==> config.mk <==
export PLATFORM = sky130hd
export DESIGN_NAME = comparator_d
export DESIGN_NICKNAME = d
export VERILOG_FILES = /design/src/rtl/comparator_d_pkg.sv /design/src/rtl/comparator_d_chunk.sv /design/src/rtl/comparator_d.sv
export SDC_FILE = /design/constraint.sdc
export NUM_CORES = 1
export LEC_CHECK = 0
export ABC_AREA = 0
export CORE_AREA = 2 2 198 200
export CTS_CLUSTER_SIZE = 16
export DETAILED_ROUTE_END_ITERATION = 6
export DIE_AREA = 0 0 200 202
export MAX_ROUTING_LAYER = met4
export PLACE_DENSITY = 0.47
export SLEW_MARGIN = 30
export SYNTH_ARGS = -nofsm -noshare
export SYNTH_HDL_FRONTEND = slang
export SYNTH_SLANG_ARGS = --single-unit
export TNS_END_PERCENT = 30
==> constraint.sdc <==
create_clock -name clk -period 5.8 [get_ports clk]
set_input_delay 0.87 -clock clk [delete_from_list [all_inputs] [get_ports clk]]
set_output_delay 0.87 -clock clk [all_outputs]
set_load 0.05 [all_outputs]
==> src/rtl/comparator_d_pkg.sv <==
// ---------------------------------------------------------------------------
// comparator_d_pkg
// Shared definitions for the comparator_d magnitude comparator:
//   - default operand width and slice width
//   - slice_res_t : per-slice comparison record {gt, eq}
//   - slice_count : number of slices needed to cover an operand
//   - merge_res   : combines a more-significant and a less-significant record
// ---------------------------------------------------------------------------
package comparator_d_pkg;

   localparam int MSB_DEFAULT   = 256;
   localparam int CHUNK_DEFAULT = 16;

   typedef struct packed {
      logic gt;
      logic eq;
   } slice_res_t;

   function automatic int slice_count(input int msb, input int chunk);
      return (msb + chunk - 1) / chunk;
   endfunction

   // The more-significant record decides unless its slices are equal.
   function automatic slice_res_t merge_res(input slice_res_t hi, input slice_res_t lo);
      return hi.eq ? lo : hi;
   endfunction

endpackage

==> src/rtl/comparator_d_chunk.sv <==
// ---------------------------------------------------------------------------
// comparator_d_chunk
// Leaf comparator for one CHUNK-bit slice. Purely combinational, unsigned.
// Ports:
//   a, b : CHUNK-bit slice operands
//   gt   : a > b
//   eq   : a == b
// ---------------------------------------------------------------------------
module comparator_d_chunk
#(
   parameter int CHUNK = 16
)
(
   input  logic [CHUNK-1:0] a,
   input  logic [CHUNK-1:0] b,
   output logic             gt,
   output logic             eq
);

   assign gt = (a > b);
   assign eq = (a == b);

endmodule

==> src/rtl/comparator_d.sv <==
// ---------------------------------------------------------------------------
// comparator_d
// Registered magnitude comparator. Operands are split into CHUNK-bit slices,
// each slice is compared by comparator_d_chunk, and the per-slice records are
// folded by a balanced tree in which the more-significant side wins unless it
// is equal. One result per cycle, latency one cycle.
//
// Configuration macro: COMPARATOR_D_SIGNED_EN
//   defined   : two's-complement comparison (bit MSB-1 is the sign)
//   undefined : unsigned comparison
//
// Ports:
//   clk     : clock, rising edge
//   rst     : synchronous active-high reset, clears all three flags
//   a, b    : MSB-bit operands
//   greater : registered a > b
//   less    : registered a < b
//   equal   : registered a == b
// ---------------------------------------------------------------------------
module comparator_d
   import comparator_d_pkg::*;
#(
   parameter int MSB   = MSB_DEFAULT,
   parameter int CHUNK = CHUNK_DEFAULT
)
(
   input  logic           clk,
   input  logic           rst,
   input  logic [MSB-1:0] a,
   input  logic [MSB-1:0] b,
   output logic           greater,
   output logic           less,
   output logic           equal
);

   localparam int NSL = slice_count(MSB, CHUNK);
   localparam int W   = NSL * CHUNK;
   localparam int LVL = (NSL > 1) ? $clog2(NSL) : 0;
   localparam int P   = 1 << LVL;

   // Stage p0: operand extension to a whole number of slices
   logic [W-1:0] a_key;
   logic [W-1:0] b_key;

`ifdef COMPARATOR_D_SIGNED_EN
   // Sign-extend, then invert the top bit: this maps two's-complement order
   // onto unsigned order, so the slice comparators stay unsigned.
   localparam logic [W-1:0] SIGN_FLIP = W'(1) << (W - 1);
   logic signed [MSB-1:0] a_s;
   logic signed [MSB-1:0] b_s;
   logic signed [W-1:0]   a_sx;
   logic signed [W-1:0]   b_sx;

   assign a_s   = $signed(a);
   assign b_s   = $signed(b);
   assign a_sx  = W'(a_s);
   assign b_sx  = W'(b_s);
   assign a_key = a_sx ^ SIGN_FLIP;
   assign b_key = b_sx ^ SIGN_FLIP;
`else
   assign a_key = W'(a);
   assign b_key = W'(b);
`endif

   // Leaf comparisons; slots beyond NSL are padded with a neutral "equal"
   // record so the tree can be a full power of two.
   logic [P-1:0] leaf_gt;
   logic [P-1:0] leaf_eq;

   for (genvar i = 0; i < P; i++) begin : g_leaf
      if (i < NSL) begin : g_cmp
         comparator_d_chunk #(
            .CHUNK (CHUNK)
         ) u_chunk (
            .a  (a_key[i*CHUNK +: CHUNK]),
            .b  (b_key[i*CHUNK +: CHUNK]),
            .gt (leaf_gt[i]),
            .eq (leaf_eq[i])
         );
      end else begin : g_pad
         assign leaf_gt[i] = 1'b0;
         assign leaf_eq[i] = 1'b1;
      end
   end

   // Heap-ordered merge tree: leaf for slice i sits at P-1+i, node k has
   // the less-significant child at 2k+1 and the more-significant at 2k+2.
   slice_res_t node [2*P-1];
   slice_res_t root;

   always_comb begin
      for (int i = 0; i < 2*P-1; i++) begin
         node[i] = '{gt: 1'b0, eq: 1'b1};
      end
      for (int i = 0; i < P; i++) begin
         node[P-1+i] = '{gt: leaf_gt[i], eq: leaf_eq[i]};
      end
      for (int k = P - 2; k >= 0; k--) begin
         node[k] = merge_res(node[2*k+2], node[2*k+1]);
      end
      root = node[0];
   end

   // Stage p0 -> p1: output register
   always_ff @(posedge clk) begin
      if (rst) begin
         greater <= 1'b0;
         less    <= 1'b0;
         equal   <= 1'b0;
      end else begin
         greater <= root.gt;
         less    <= ~root.gt & ~root.eq;
         equal   <= root.eq;
      end
   end

endmodule

==> results of run 1 <==
==> state kept, by name (all words and copies together), names as in the netlist <==
name and count:
equal 1, less 1, greater 1
==> Yosys cell counts (2+ instances only) <==
| master | instances |
|---|---|
| sky130_fd_sc_hd__inv_1 | 266 |
| sky130_fd_sc_hd__ha_1 | 256 |
| sky130_fd_sc_hd__a21oi_1 | 99 |
| sky130_fd_sc_hd__nand4_1 | 60 |
| sky130_fd_sc_hd__nand2_1 | 45 |
| sky130_fd_sc_hd__o21ai_0 | 26 |
| sky130_fd_sc_hd__nand3_1 | 21 |
| sky130_fd_sc_hd__nor2b_1 | 18 |
| sky130_fd_sc_hd__nor4_1 | 16 |
| sky130_fd_sc_hd__o211ai_1 | 16 |
| sky130_fd_sc_hd__a21o_1 | 15 |
| sky130_fd_sc_hd__nor2_1 | 13 |
| sky130_fd_sc_hd__a211oi_1 | 11 |
| sky130_fd_sc_hd__a2111oi_0 | 10 |
| sky130_fd_sc_hd__nor3_1 | 7 |
| sky130_fd_sc_hd__a221oi_1 | 3 |
| sky130_fd_sc_hd__dfxtp_1 | 3 |
| sky130_fd_sc_hd__mux2i_1 | 3 |
| sky130_fd_sc_hd__o21a_1 | 3 |
| sky130_fd_sc_hd__or3_1 | 3 |
| sky130_fd_sc_hd__a2111o_1 | 2 |
| sky130_fd_sc_hd__a31oi_1 | 2 |
| sky130_fd_sc_hd__and2b_2 | 2 |
| sky130_fd_sc_hd__nand4_2 | 2 |
| sky130_fd_sc_hd__o2bb2ai_1 | 2 |
| sky130_fd_sc_hd__o31a_1 | 2 |
| sky130_fd_sc_hd__o41a_1 | 2 |
| sky130_fd_sc_hd__or4_1 | 2 |
==> per-stage QoR <==
stage,instances,setup WS [ns]
finish,1972,2.12
global route,1972,1.67
CTS,1968,1.85
detailed placement,1964,1.62
global placement,1964,1.70
floorplan,929,3.02
==> kinds of logic after synthesis <==
logic type | share of synthesized area, %
buf+inv | 15.0
fa+ha+maj | 48.0
compound gates | 19.0
simple gates | 16.5
mux | 0.674
flops | 0.899
==> critical path: stages <==
cell and delay (ns):
sky130_fd_sc_hd__clkdlybuf4s50_1 0.45, sky130_fd_sc_hd__inv_1 0.04, sky130_fd_sc_hd__ha_1 0.32, sky130_fd_sc_hd__nand4_1 0.31, sky130_fd_sc_hd__nor4_1 0.60, sky130_fd_sc_hd__nand4_1 0.15, sky130_fd_sc_hd__nor4_1 0.43, sky130_fd_sc_hd__nor4b_1 0.33
sky130_fd_sc_hd__a211oi_1 0.09, sky130_fd_sc_hd__and4b_1 0.19
==> power groups by stage <==
| stage | combinational [mW] | clock, mW | sequential (mW) |
|---|---|---|---|
| 5_1_grt | 0.874 | 0.114 | 0.0225 |
| 3_3_place_gp | 0.776 | 0 | 0.0227 |
| 6_report | 0.773 | 0.109 | 0.0223 |
| 3_5_place_dp | 0.784 | 0 | 0.0227 |
| 4_1_cts | 0.790 | 0.112 | 0.0224 |
| 2_1_floorplan | 0.310 | 0 | 0.0272 |
==> worst min-delay path by stage <==
stage / to / slack [ns]
floorplan: greater / 0.94
global placement: equal / 1.49
detailed placement: equal / 1.49
CTS: equal / 1.26
global route: greater / 1.28
finish: equal / 1.26
==> final cells by class <==
type | instances | area share (%)
diodes | 4 | 0.0795
clock buffers | 4 | 0.626
inverters | 266 | 7.93
multi-input cells | 660 | 44.6
flip-flops and latches | 3 | 0.477
well taps | 518 | 5.15
repair buffers | 517 | 41.1
==> routing by layer <==
metal  part of all wire, %  global-route usage [%]  routed length, um  vias up
met3                   9.9                    4.32               3170        8
met4                  0.78                    1.93                248        0
met2                    53                    31.0              17000      314
met5                     0                       -                  0        -
li1                      -                       -                  -     4328
met1                    36                    15.0              11600     3602
==> report_table.html, run 1 <==
<table>
<tr><th>Metric</th><th>Value</th></tr>
<tr><th colspan="2">Floorplanning</th></tr>
<tr><td>Horiz. Die Dim</td><td>around 200 um</td></tr>
<tr><td>Die outline area</td><td>about 0.040 mm2</td></tr>
<tr><td>Initial core utilization</td><td>17.4%</td></tr>
<tr><td>Floorplan core area</td><td>about 0.038 mm2</td></tr>
<tr><td>I/O pin count</td><td>517</td></tr>
<tr><td>Chip height</td><td>202 um</td></tr>
<tr><td>Standard-cell rows</td><td>roughly 70</td></tr>
<tr><th colspan="2">Route</th></tr>
<tr><td>Length of the first detailed-routing pass in iterations</td><td>4</td></tr>
<tr><td>Detailed-route DRC error count</td><td>0</td></tr>
<tr><td>Wire length per cell</td><td>16.2 um</td></tr>
<tr><td>First DRT Iteration DRCs</td><td>around 200</td></tr>
<tr><td>Antenna violation net count after detailed routing</td><td>0</td></tr>
<tr><td>Mean number of vias per cell</td><td>4.18</td></tr>
<tr><td>Aggregate routed wire length</td><td>between 30 and 40 mm</td></tr>
<tr><td>Total via count in the routed design</td><td>a little over 8000</td></tr>
<tr><th colspan="2">CTS</th></tr>
<tr><td>Max Root-Sink Buffers</td><td>2</td></tr>
<tr><td># resized after CTS</td><td>0</td></tr>
<tr><td>Post-CTS repair timing setup buffer count</td><td>0</td></tr>
<tr><td>Number of clock sinks</td><td>3</td></tr>
<tr><td>Clock slew at reported path FFs</td><td>0.03 ns</td></tr>
<tr><td>Clock root buffer master</td><td>sky130_fd_sc_hd__clkbuf_16</td></tr>
<tr><td>CTS Buf Count</td><td>3</td></tr>
<tr><td>Clock tree from TritonCTS</td><td>done</td></tr>
<tr><td>Clock H-tree levels</td><td>1</td></tr>
<tr><td>Hold_buf cts</td><td>0</td></tr>
<tr><th colspan="2">Timing</th></tr>
<tr><td>Setup repair after global routing missed its margin</td><td>no</td></tr>
<tr><td>Minimum hold slack</td><td>about 1.3 ns</td></tr>
<tr><td>Number of max-slew violations in the final report</td><td>0</td></tr>
<tr><td>Final min period</td><td>3.68 ns</td></tr>
<tr><td>Part of the cycle the worst path needs</td><td>a little under two thirds</td></tr>
<tr><td>Fin. Hold Viols</td><td>0</td></tr>
<tr><td>Post-route setup TNS</td><td>0 ns</td></tr>
<tr><td>Count of endpoints failing setup in the final report</td><td>0</td></tr>
<tr><td>Transition time of the tightest slew-check pin</td><td>roughly 0.75 ns</td></tr>
<tr><td>Achievable clock frequency</td><td>272 MHz</td></tr>
<tr><td>Tightest slew margin relative to the limit</td><td>49.7%</td></tr>
<tr><th colspan="2">Synth</th></tr>
<tr><td>Most area-consuming cells after synthesis</td><td>sky130_fd_sc_hd__ha_1, sky130_fd_sc_hd__inv_1, sky130_fd_sc_hd__a21oi_1</td></tr>
<tr><td>Most used DFF post-synth</td><td>sky130_fd_sc_hd__dfxtp_1</td></tr>
<tr><td>Number of distinct standard cells referenced by the synthesized netlist</td><td>47</td></tr>
<tr><td>Count of state elements after synthesis</td><td>3</td></tr>
<tr><td>Post-synth EDFFs</td><td>0</td></tr>
<tr><td>Summed instance area of the synthesized netlist</td><td>about 0.0067 mm2</td></tr>
<tr><td>Cell count after synthesis</td><td>around 930</td></tr>
<tr><td>Post-synthesis average cell area</td><td>~7.2 um2</td></tr>
<tr><td>Synthesis Warnings</td><td>0</td></tr>
<tr><td>Async set or reset register ratio after synthesis</td><td>0%</td></tr>
<tr><td>Sequential fraction of the synthesis area</td><td>less than 1%</td></tr>
<tr><td>Area leader, netlist</td><td>sky130_fd_sc_hd__ha_1</td></tr>
<tr><td>Syn Nets</td><td>between 1500 and 2000</td></tr>
<tr><td>Area share of the largest cell type after synthesis</td><td>a little under half</td></tr>
<tr><th colspan="2">Cells and area</th></tr>
<tr><td>Final-stage net count</td><td>between 2000 and 2500</td></tr>
<tr><td>Fill cell instance count of the final layout</td><td>4119</td></tr>
<tr><td>Most common cell after layout, fill and taps aside</td><td>sky130_fd_sc_hd__clkdlybuf4s50_1</td></tr>
<tr><td>Footprint of the flip-flops and latches</td><td>~60 um2</td></tr>
<tr><td>Post-route cell area</td><td>roughly 0.013 mm2</td></tr>
<tr><td>Layout cells sized above 1</td><td>between 1 and 1.5%</td></tr>
<tr><td>Area overhead of the layout relative to synthesis</td><td>88.5%</td></tr>
<tr><td>Final standard cell utilization of the core</td><td>32.9%</td></tr>
<tr><td>Top library cells by usage in the layout, fill and taps aside</td><td>sky130_fd_sc_hd__clkdlybuf4s50_1, sky130_fd_sc_hd__inv_1, sky130_fd_sc_hd__ha_1, sky130_fd_sc_hd__a21oi_1, sky130_fd_sc_hd__nand4_1</td></tr>
<tr><td>Multi-input combinational cell area</td><td>between 0.005 and 0.006 mm2</td></tr>
<tr><th colspan="2">Place</th></tr>
<tr><td>Post-DP HPWL</td><td>slightly above 30 mm</td></tr>
<tr><td>Routability cong.</td><td>between 0.8 and 0.9</td></tr>
<tr><td>Number of buffer cells added on primary ports</td><td>516</td></tr>
<tr><td>Standard cell area after detailed placement</td><td>between 0.01 and 0.015 mm2</td></tr>
<tr><th colspan="2">Power and ir drop</th></tr>
<tr><td>Net switching power</td><td>roughly 310 uW</td></tr>
<tr><td>Leakage component of the power</td><td>roughly 6 nW</td></tr>
<tr><td>Proportion of power drawn by the clock network</td><td>around 12%</td></tr>
<tr><td>Overall power of the completed layout</td><td>905 uW</td></tr>
<tr><td>Ratio of total power to cell area</td><td>around 70 mW/mm2</td></tr>
<tr><td>Comb pwr share</td><td>85.4%</td></tr>
<tr><td>Worst-case vdd ir drop</td><td>between 60 and 70 uV</td></tr>
<tr><td>Internal power</td><td>~600 uW</td></tr>
<tr><td>Net Sw Frac</td><td>about a third</td></tr>
<tr><td>Proportion of power drawn by flip-flops and latches</td><td>about 2.5%</td></tr>
<tr><th colspan="2">Setup path</th></tr>
<tr><td>Crit path kind</td><td>in -&gt; reg</td></tr>
<tr><td>Worst path required time</td><td>5.91 ns</td></tr>
<tr><td>Crit start category</td><td>input pin</td></tr>
<tr><td>Worst path arrival time</td><td>between 3 and 4 ns</td></tr>
<tr><td>Critical path launch point</td><td>b[207]</td></tr>
<tr><td>Worst setup endpoint</td><td>less</td></tr>
<tr><td>Endpoint kind of the worst setup timing path</td><td>flop</td></tr>
<tr><td>Max Fanout on Critical Path</td><td>4</td></tr>
<tr><th colspan="2">Run</th></tr>
<tr><td>Count of maximum capacitance violations</td><td>0</td></tr>
<tr><th colspan="2">Worst hold path</th></tr>
<tr><td>Critical hold path startpoint</td><td>rst</td></tr>
<tr><td>Type of the worst min-delay path</td><td>in -&gt; reg</td></tr>
<tr><td>Hold Path Stages</td><td>2</td></tr>
<tr><th colspan="2">Global route</th></tr>
<tr><td>Number of antenna violations at the first check in global routing</td><td>4</td></tr>
<tr><td>Number of global-route vias before repair</td><td>8806</td></tr>
<tr><td>Maximum number of pins on one net before global-route repair</td><td>6</td></tr>
<tr><td>Global route overflow</td><td>0</td></tr>
<tr><td>Global-route wire length before repair</td><td>approximately 46 mm</td></tr>
<tr><td>Global-route usage over all layers</td><td>15.6%</td></tr>
<tr><th colspan="2">Run status</th></tr>
<tr><td>Run status</td><td>finished, final reports clean</td></tr>
</table>
Power figures use the tool's default switching activity.
==> run 2: changes to the inputs <==
Settings changed: CORE_AREA 2 2 198 200 to 2 2 203 205, DIE_AREA 0 0 200 202 to 0 0 205 207, PLACE_DENSITY 0.47 to 0.46.
Clock period 5.8 ns to 3.1 ns, I/O delays scaled along.
==> report_table.html, run 2 (synthesis gave the netlist of run 1 again) <==
<table>
<tr><th>Metric</th><th>Value</th></tr>
<tr><th colspan="2">Setup path</th></tr>
<tr><td>Largest delay share family, worst path</td><td>buffers and inverters</td></tr>
<tr><td>Ordered cell list for the critical path</td><td>clkdlybuf4s50_1, inv_1, ha_4, nand4_1, or3_4, buf_4, a211oi_2, a2111oi_0, a311o_1, a21oi_1, buf_4, o21ai_2, and4b_1</td></tr>
<tr><td>Crit start category</td><td>input pin</td></tr>
<tr><td>Worst path arrival time</td><td>3.06 ns (-0.73 ns)</td></tr>
<tr><td>Max Fanout on Critical Path</td><td>2 (-2)</td></tr>
<tr><td>Number of logic stages on the critical path including buffering</td><td>13 (+3)</td></tr>
<tr><td>Critical path launch point</td><td>b[77]</td></tr>
<tr><td>Worst path max stage delay</td><td>0.45 ns (-0.15 ns)</td></tr>
<tr><td>Crit path kind</td><td>in -&gt; reg</td></tr>
<tr><td>Endpoint kind of the worst setup timing path</td><td>flop</td></tr>
<tr><td>Worst setup endpoint</td><td>less</td></tr>
<tr><td>Crit-path most repeated cell</td><td>sky130_fd_sc_hd__buf_4</td></tr>
<tr><td>Buffers and inverters on the worst path</td><td>4 (+2)</td></tr>
<tr><td>Worst path slowest cell</td><td>sky130_fd_sc_hd__clkdlybuf4s50_1</td></tr>
<tr><td>Worst path required time</td><td>3.21 ns (-2.70 ns)</td></tr>
<tr><th colspan="2">Cells and area</th></tr>
<tr><td>Layout cells sized above 1</td><td>7.52% (+6.3 points)</td></tr>
<tr><td>Most common cell after layout, fill and taps aside</td><td>sky130_fd_sc_hd__clkdlybuf4s50_1</td></tr>
<tr><td>Area overhead of the layout relative to synthesis</td><td>101%</td></tr>
<tr><td>Top library cells by usage in the layout, fill and taps aside</td><td>sky130_fd_sc_hd__clkdlybuf4s50_1, sky130_fd_sc_hd__inv_1, sky130_fd_sc_hd__ha_1, sky130_fd_sc_hd__a21oi_1, sky130_fd_sc_hd__buf_4</td></tr>
<tr><td>Final-stage net count</td><td>2287 (+3.0%)</td></tr>
<tr><td>Footprint of the flip-flops and latches</td><td>60.1 um2 (unchanged)</td></tr>
<tr><td>Fill cell instance count of the final layout</td><td>4332 (+5.2%)</td></tr>
<tr><td>Regs by FF count</td><td>equal: 1 flops, greater: 1 flops, less: 1 flops</td></tr>
<tr><td>Multi-input combinational cell area</td><td>0.00593 mm2 (+5.5%)</td></tr>
<tr><td>Final cell count without fillers</td><td>2050 (+4.0%)</td></tr>
<tr><th colspan="2">Global route</th></tr>
<tr><td>Number of antenna violations at the first check in global routing</td><td>1 (-3)</td></tr>
<tr><td>Global route overflow</td><td>0 (unchanged)</td></tr>
<tr><td>Maximum number of pins on one net before global-route repair</td><td>5 (-1)</td></tr>
<tr><td>Global-route wire length before repair</td><td>47.7 mm (+2.7%)</td></tr>
<tr><td>Global-route usage over all layers</td><td>15.1% (-0.49 points)</td></tr>
<tr><td>Number of global-route vias before repair</td><td>9001 (+2.2%)</td></tr>
<tr><th colspan="2">Route</th></tr>
<tr><td>Aggregate routed wire length</td><td>33.0 mm (+3.0%)</td></tr>
<tr><td>First DRT Iteration DRCs</td><td>172 (-12%)</td></tr>
<tr><td>Detailed-route DRC error count</td><td>0 (unchanged)</td></tr>
<tr><td>Length of the first detailed-routing pass in iterations</td><td>4 (unchanged)</td></tr>
<tr><td>Antenna violation net count after detailed routing</td><td>0 (unchanged)</td></tr>
<tr><td>Total via count in the routed design</td><td>8510 (+3.1%)</td></tr>
<tr><td>Wire length per cell</td><td>16.1 um (-0.87%)</td></tr>
<tr><td>Mean number of vias per cell</td><td>4.15 (-0.80%)</td></tr>
<tr><th colspan="2">Timing</th></tr>
<tr><td>Tightest slew margin relative to the limit</td><td>59.1% (+9.4 points)</td></tr>
<tr><td>Post-route worst setup slack</td><td>0.147 ns (-1.97 ns)</td></tr>
<tr><td>Achievable clock frequency</td><td>around 340 MHz</td></tr>
<tr><td>Part of the cycle the worst path needs</td><td>between 90% and 100%</td></tr>
<tr><td>Transition time of the tightest slew-check pin</td><td>0.612 ns (-0.135 ns)</td></tr>
<tr><td>Number of max-slew violations in the final report</td><td>0 (unchanged)</td></tr>
<tr><td>Minimum hold slack</td><td>0.848 ns (-0.409 ns)</td></tr>
<tr><td>Count of endpoints failing setup in the final report</td><td>0 (unchanged)</td></tr>
<tr><td>Final min period</td><td>~3.0 ns</td></tr>
<tr><td>Fin. Hold Viols</td><td>0 (unchanged)</td></tr>
<tr><th colspan="2">Floorplanning</th></tr>
<tr><td>Horiz. Die Dim</td><td>205 um (+2.5%)</td></tr>
<tr><td>Chip height</td><td>207 um (+2.5%)</td></tr>
<tr><td>Die outline area</td><td>0.0424 mm2 (+5.0%)</td></tr>
<tr><td>Standard-cell rows</td><td>74 (+2.8%)</td></tr>
<tr><td>Initial core utilization</td><td>16.5% (-0.90 points)</td></tr>
<tr><td>Floorplan core area</td><td>0.0404 mm2 (+5.4%)</td></tr>
<tr><td>I/O pin count</td><td>517 (unchanged)</td></tr>
<tr><th colspan="2">CTS</th></tr>
<tr><td>Max Root-Sink Buffers</td><td>2 (unchanged)</td></tr>
<tr><td>Clock slew at reported path FFs</td><td>0.03 ns (about the same)</td></tr>
<tr><td>Number of clock sinks</td><td>3 (unchanged)</td></tr>
<tr><td>Hold_buf cts</td><td>0 (unchanged)</td></tr>
<tr><td>Clock root buffer master</td><td>sky130_fd_sc_hd__clkbuf_16</td></tr>
<tr><td>CTS Buf Count</td><td>3 (unchanged)</td></tr>
<tr><td>Clock tree from TritonCTS</td><td>done</td></tr>
<tr><td>Clock H-tree levels</td><td>1 (unchanged)</td></tr>
<tr><th colspan="2">Power and ir drop</th></tr>
<tr><td>Ratio of total power to cell area</td><td>134 mW/mm2 (+87%)</td></tr>
<tr><td>Worst-case vdd ir drop</td><td>144 uV (+130%)</td></tr>
<tr><td>Leakage component of the power</td><td>6.60 nW (+7.1%)</td></tr>
<tr><th colspan="2">Worst hold path</th></tr>
<tr><td>Type of the worst min-delay path</td><td>in -&gt; reg</td></tr>
<tr><th colspan="2">Place</th></tr>
<tr><td>Placed cell count</td><td>2040 (+3.9%)</td></tr>
<tr><td>Pre-CTS WS</td><td>-0.351 ns (-1.97 ns)</td></tr>
<tr><td>Post-DP HPWL</td><td>31.3 mm (+1.5%)</td></tr>
<tr><td>Number of buffer cells added on primary ports</td><td>516 (unchanged)</td></tr>
<tr><td>Routability cong.</td><td>0.852 (+4.7%)</td></tr>
<tr><th colspan="2">Run status</th></tr>
<tr><td>Run status</td><td>finished, final reports clean</td></tr>
<tr><th colspan="2">Run</th></tr>
<tr><td>Count of maximum capacitance violations</td><td>0 (unchanged)</td></tr>
</table>
## run 2: cell count changes in the layout (fill, tap and decap cells not counted), sizes merged
cell and change:
buf +66, clkdlybuf4s50 -8, diode -2, dlymetal6s2s +8
## run 2: report_power, final
group          internal, mW  switching, mW
registers            0.0413       0.000628
logic                 0.968          0.592
clock network         0.169         0.0324
total                  1.18          0.625
## run 2: final cells by class
class / count / share of cell area [%]
Antenna cell: 2 / 0.0373
Inverter: 266 / 7.44
Timing Repair Buffer: 583 / 42.4
Sequential cell: 3 / 0.447
Clock buffer: 4 / 0.587
Tap cell: 532 / 4.96
Multi-Input combinational cell: 660 / 44.1
## run 2: worst min path at each step
stage / start / endpoint / slack [ns] / cells past startpoint
6_report: rst / equal / 0.85 / 2
2_1_floorplan: rst / greater / 0.53 / 1
4_1_cts: rst / equal / 0.84 / 2
3_5_place_dp: rst / equal / 1.07 / 2
3_3_place_gp: rst / equal / 1.07 / 2
5_1_grt: rst / equal / 0.87 / 2
## run 2: through the flow
stage / area (um2) / utilization (%) / TNS (ns) / total power [mW]
2_1_floorplan: 6680 / - / 0 / 0.631
3_3_place_gp: 13000 / 32.2 / -0.597 / 1.56
3_5_place_dp: 13000 / 32.2 / -0.647 / 1.58
4_1_cts: 13100 / 32.4 / 0 / 1.80
5_1_grt: 13400 / 33.3 / -0.0497 / 2.00
6_report: 13400 / 33.3 / 0 / 1.80
## run 2: timing repair
action                                  4_1_cts  5_1_grt
buffers inserted                              0        4
pin swaps                                     3       13
endpoints found under the setup margin        2        2
gates resized for setup                       5       43
## run 2: routing by layer
layer	share of wire [%]	wire (um)	track usage, %
met2	52	17100	29.1
met1	37	12300	15.0
met5	0	0	-
met4	0.93	308	1.74
met3	10	3320	4.67
